[config.mk]
export PLATFORM = sky130hd
export DESIGN_NAME = debounced_accum_reg
export DESIGN_NICKNAME = d
export VERILOG_FILES = /design/src/rtl/debounced_accum_reg.sv
export SDC_FILE = /design/constraint.sdc
export NUM_CORES = 1
export LEC_CHECK = 0
export CAP_MARGIN = 5
export CORE_ASPECT_RATIO = 1.75
export CORE_MARGIN = 2
export CORE_UTILIZATION = 35
export CTS_BUF_LIST = sky130_fd_sc_hd__clkbuf_2 sky130_fd_sc_hd__clkbuf_4 sky130_fd_sc_hd__clkbuf_8
export DETAILED_ROUTE_END_ITERATION = 8
export HOLD_SLACK_MARGIN = 0.05
export PLACE_DENSITY = 0.63
export RECOVER_POWER = 25
export SETUP_SLACK_MARGIN = 0.05
export SYNTH_ARGS = -nofsm -noshare
export SYNTH_HDL_FRONTEND = slang
export SYNTH_SLANG_ARGS = --single-unit
[constraint.sdc]
create_clock -name clk -period 2.9 [get_ports clk]
set_input_delay 0.58 -clock clk [delete_from_list [all_inputs] [get_ports clk]]
set_output_delay 0.58 -clock clk [all_outputs]
set_load 0.02 [all_outputs]
[src/rtl/debounced_accum_reg.sv]
// Accumulator register updated once per debounced push-button press.
// Each press does one LOAD, ADD, SUB or CLEAR, and keeps a sticky carry/borrow flag.
//   state          | meaning
//   S_IDLE         | button released, waiting for a press
//   S_PRESS_WAIT   | press seen, counting stable-high cycles
//   S_FIRE         | one-cycle commit, register updates on the closing edge
//   S_HELD         | press accepted, waiting for a release
//   S_RELEASE_WAIT | release seen, counting stable-low cycles
module debounced_accum_reg #(
  parameter int WIDTH           = 4,
  parameter int DEBOUNCE_CYCLES = 4,
  parameter int SATURATE        = 0
) (
  input  logic             clk,
  input  logic             reset,
  input  logic             btn,
  input  logic [1:0]       mode,
  input  logic [WIDTH-1:0] data_in,
  output logic [WIDTH-1:0] data_out,
  output logic             carry,
  output logic             commit,
  output logic             busy
);

  localparam int CNT_W = $clog2(DEBOUNCE_CYCLES + 1);
  localparam logic [CNT_W-1:0] CNT_LAST = CNT_W'(DEBOUNCE_CYCLES - 1);

  typedef enum logic [2:0] {
    S_IDLE,
    S_PRESS_WAIT,
    S_FIRE,
    S_HELD,
    S_RELEASE_WAIT
  } state_t;

  state_t           state;
  logic [CNT_W-1:0] cnt;
  logic             btn_m;
  logic             btn_s;
  logic [WIDTH:0]   sum;
  logic [WIDTH:0]   diff;

  always_ff @(posedge clk or negedge reset) begin
    if (!reset) begin
      btn_m <= 1'b0;
      btn_s <= 1'b0;
    end else begin
      btn_m <= btn;
      btn_s <= btn_m;
    end
  end

  // The extra top bit is the carry out of ADD and the borrow out of SUB.
  assign sum  = {1'b0, data_out} + {1'b0, data_in};
  assign diff = {1'b0, data_out} - {1'b0, data_in};

  always_ff @(posedge clk or negedge reset) begin
    if (!reset) begin
      state    <= S_IDLE;
      cnt      <= '0;
      data_out <= '0;
      carry    <= 1'b0;
      commit   <= 1'b0;
      busy     <= 1'b0;
    end else begin
      commit <= 1'b0;
      busy   <= 1'b1;
      case (state)
        S_IDLE: begin
          if (btn_s) begin
            state <= S_PRESS_WAIT;
            cnt   <= '0;
          end else begin
            busy <= 1'b0;
          end
        end
        S_PRESS_WAIT: begin
          if (!btn_s) begin
            state <= S_IDLE;
            busy  <= 1'b0;
          end else if (cnt == CNT_LAST) begin
            state  <= S_FIRE;
            commit <= 1'b1;
          end else begin
            cnt <= cnt + CNT_W'(1);
          end
        end
        S_FIRE: begin
          state <= S_HELD;
          case (mode)
            2'b00: begin
              data_out <= data_in;
              carry    <= 1'b0;
            end
            2'b01: begin
              if (sum[WIDTH]) begin
                carry    <= 1'b1;
                data_out <= (SATURATE != 0) ? '1 : sum[WIDTH-1:0];
              end else begin
                data_out <= sum[WIDTH-1:0];
              end
            end
            2'b10: begin
              if (diff[WIDTH]) begin
                carry    <= 1'b1;
                data_out <= (SATURATE != 0) ? '0 : diff[WIDTH-1:0];
              end else begin
                data_out <= diff[WIDTH-1:0];
              end
            end
            default: begin
              data_out <= '0;
              carry    <= 1'b0;
            end
          endcase
        end
        S_HELD: begin
          if (!btn_s) begin
            state <= S_RELEASE_WAIT;
            cnt   <= '0;
          end
        end
        S_RELEASE_WAIT: begin
          if (btn_s) begin
            state <= S_HELD;
          end else if (cnt == CNT_LAST) begin
            state <= S_IDLE;
            busy  <= 1'b0;
          end else begin
            cnt <= cnt + CNT_W'(1);
          end
        end
        default: begin
          state <= S_IDLE;
          busy  <= 1'b0;
        end
      endcase
    end
  end

endmodule

==> results.cfg <==
[routing]
drt_first_pass_iters = 6
drc_errors = 0
drt_wl_total_um = 2260
via_count = 908
detail_route.vias_per_cell = 5.10
antenna_violating_nets_post_route = 0
wl_per_cell_um = 12.7
initialDrtViolationCount = 29

[finish]
fillers = 289
drive_gt1_share_pct = 7.35
finalNetCount = 162
area_delta_synth_final_pct = 20.8
final_design_area_no_fill_um2 = 1320
num_antenna_cells = 0

[clock_tree]
cts-hold-fix-buffers = 0
clock_tree.buffer_depth = 2
cts_num_sinks = 15
cts_made_buffers = 3
cts_root_buf = sky130_fd_sc_hd__clkbuf_8
skew_pair_late_insertion_delay_ns = 0.25
cts_max_level = 1
post-cts-setup-buffers = 0
tritoncts_clock_tree = built
cts.reportedPaths.clkPinSlew_ns = 0.06
post_cts_sizing = 0

[placement]
placed_cell_area_um2 = 1270
place_hpwl_um = 1840
place.port_buffers = 15
routabilityCongestion = 0.826
dp_worst_setup_slack_ns = 0.286

[sta]
setup_viol_count_final = 0
final-hold-violation-count = 0
maxSlewViolCount = 0
clock_skews_ns = 0.00257
final_critical_path_setup_slack_ns = 0.526
unrepaired_setup_endpoints_after_global_routing = false
maxSlewHeadroom_pct = 55.6
layout_worst_path_cycle_share_pct = 81.9
tightestPinTransition_ns = 0.664
fin_crit_ns = 2.37
final.setup.tns_ns = 0
achievable-frequency_ghz = 0.421

[power]
power_density_nw_per_um2 = 866
swShare_pct = 41.6
switching_power_mw = 0.476
power.sequential.fraction_pct = 32.2
internal_power_mw = 0.670
p_total_mw = 1.15
power_frac_comb_pct = 52.4
irDropWorstVdd_mv = 0.390
clkPwrFrac_pct = 15.4
static-leakage-power_nw = 0.607

[setup_path]
timing.critical_path.required_ns = 3.02
critical_path.max_fanout = 4
worstSetupStartpointType = input port
setup.worst_path.class = input port to flip-flop
arrival_time_worst_endpoint_ns = 2.49
end_kind = flip-flop

[grt]
grt_antenna_before_repair = 0
grt_util_met3_pct = 0.920
first_global_vias = 937
met1_usage_pct = 13.8
grt_pass1_wl_um = 3900
total_routing_resource_utilization_after_global_routing_pct = 14.2
grt_start_max_net_pins = 16
grt_most_used_layer = met2
globalRoute.totalOverflow = 0
grt_util_met2_pct = 27.2

[run]
maxCapViolations = 0

[synth]
synthesis.area_per_instance_um2 = 9.13
postSynthCellCount = 120
ys_seq_area_share_pct = 34.2
postSynthRegisterBits = 15
ys_warn_count = 0
synth_flop_type = sky130_fd_sc_hd__dfrtp_1
synthesis.area_um2 = 1100
synth_async_sr_flop_share_pct = 100
synth.lib_cells_used.distinct = 35
mappedNetlistNets = 145
synth_enable_flop_cells = 0

[floorplanning]
die_area_um2 = 3610
initial_utilization_pct = 37.0
core_region_area_um2 = 2960
num_io_pins = 16
dieWidth_um = 46.3
floorplan.rows = 26
die_y_um = 78.0

[status]
status = finished clean

[worst_hold_path]
min_path_type = flip-flop to flip-flop
## power groups by stage
stage               Combinational (mW)  Sequential, mW  Clock, mW
floorplan                        0.398           0.389          0
global placement                 0.580           0.365          0
detailed placement               0.601           0.372          0
CTS                              0.603           0.369      0.178
global route                     0.669           0.383      0.187
finish                           0.600           0.369      0.176
## metrics by stage
stage / cells / hold WS [ns] / util, %
after floorplan: 120 / 0.284 / -
after global placement: 174 / 0.336 / 43.1
after detailed placement: 174 / 0.342 / 43.1
after CTS: 178 / 0.355 / 44.7
after global routing: 178 / 0.366 / 44.7
final: 178 / 0.352 / 44.7
## path summary, 6_finish.rpt
| kind | from | endpoint | slack, ns | depth (start not counted) |
|---|---|---|---|---|
| max | data_in[1] | data_out[3] | 0.53 | 8 |
| min | btn_m | btn_s | 0.35 | 0 |
| max reg2reg | data_out[0] | carry | 0.93 | 8 |
| min reg2reg | btn_m | btn_s | 0.35 | 0 |
| max in group asynchronous | reset | carry | 1.67 | 1 |
| min in group asynchronous | reset | state[1] | 0.81 | 1 |
## layout make-up
cell class / instances / area, um^2 / area share, %
Multi-Input combinational cell: 86 / 637 / 48.1
Sequential cell: 15 / 375 / 28.4
Timing Repair Buffer: 15 / 150 / 11.3
Inverter: 16 / 60.1 / 4.54
Tap cell: 42 / 52.6 / 3.97
Clock buffer: 4 / 48.8 / 3.69
## logic make-up (layout without fill, tap and decap cells)
group / count (synthesis) / in the layout / synth area share (%)
AOI/OAI and AO/OA: 28 / 28 / 17.2
xor gates and xnor gates: 4 / 4 / 3.20
adders and majority gates: 16 / 16 / 19.6
buffers and inverters: 19 / 35 / 7.65
DFF: 15 / 15 / 34.2
muxes: 1 / 1 / 1.03
and+or+nand+nor: 37 / 37 / 17.0
## worst max-delay path: stages
cell,delay [ns]
sky130_fd_sc_hd__clkdlybuf4s50_1,0.57
sky130_fd_sc_hd__inv_1,0.12
sky130_fd_sc_hd__ha_1,0.32
sky130_fd_sc_hd__nor2b_1,0.17
sky130_fd_sc_hd__nor4_1,0.08
sky130_fd_sc_hd__or3b_2,0.43
sky130_fd_sc_hd__a21oi_1,0.12
sky130_fd_sc_hd__o21ai_0,0.10
## placed cells by master (no fill, tap or decap), drive strengths merged, types with 2 or more instances in the layout
cell type | netlist | final
nor2 | 8 | 8
or3b | 2 | 2
nand2b | 4 | 4
o21bai | 2 | 2
nand2 | 10 | 10
ha | 14 | 14
nand3 | 5 | 5
a31oi | 2 | 2
o31ai | 3 | 3
a222oi | 2 | 2
o21ai | 7 | 7
fa | 2 | 2
xor2 | 3 | 3
dlygate4sd3 | 0 | 2
clkdlybuf4s50 | 0 | 13
a21oi | 6 | 6
dfrtp | 15 | 15
nor2b | 4 | 4
inv | 16 | 16
clkbuf | 0 | 4
## Yosys cell counts, types with 2 or more instances
cell type / n / share of area, %
sky130_fd_sc_hd__inv_1: 16 / 5.5
sky130_fd_sc_hd__dfrtp_1: 15 / 34
sky130_fd_sc_hd__ha_1: 14 / 16
sky130_fd_sc_hd__nand2_1: 10 / 3.4
sky130_fd_sc_hd__nor2_1: 8 / 2.7
sky130_fd_sc_hd__o21ai_0: 7 / 3.2
sky130_fd_sc_hd__a21oi_1: 5 / 2.3
sky130_fd_sc_hd__nand3_1: 5 / 2.3
sky130_fd_sc_hd__nand2b_1: 4 / 2.3
sky130_fd_sc_hd__nor2b_1: 4 / 2.3
sky130_fd_sc_hd__o31ai_1: 3 / 2.1
sky130_fd_sc_hd__xor2_1: 3 / 2.4
sky130_fd_sc_hd__a222oi_1: 2 / 1.8
sky130_fd_sc_hd__a31oi_1: 2 / 1.1
sky130_fd_sc_hd__fa_1: 2 / 3.7
## sequential cells by signal, summed over array words and instances (netlist names)
register  count
data_out      4
carry         1
state         3
btn_s         1
cnt           3
busy          1
btn_m         1
commit        1
## per-layer routing
| layer | up-vias | share of wire (%) |
|---|---|---|
| li1 | 438 | - |
| met1 | 438 | 37 |
| met2 | 25 | 56 |
| met3 | 7 | 3.5 |
| met4 | 0 | 3.1 |
| met5 | - | 0 |
Power figures use the tool's default switching activity.
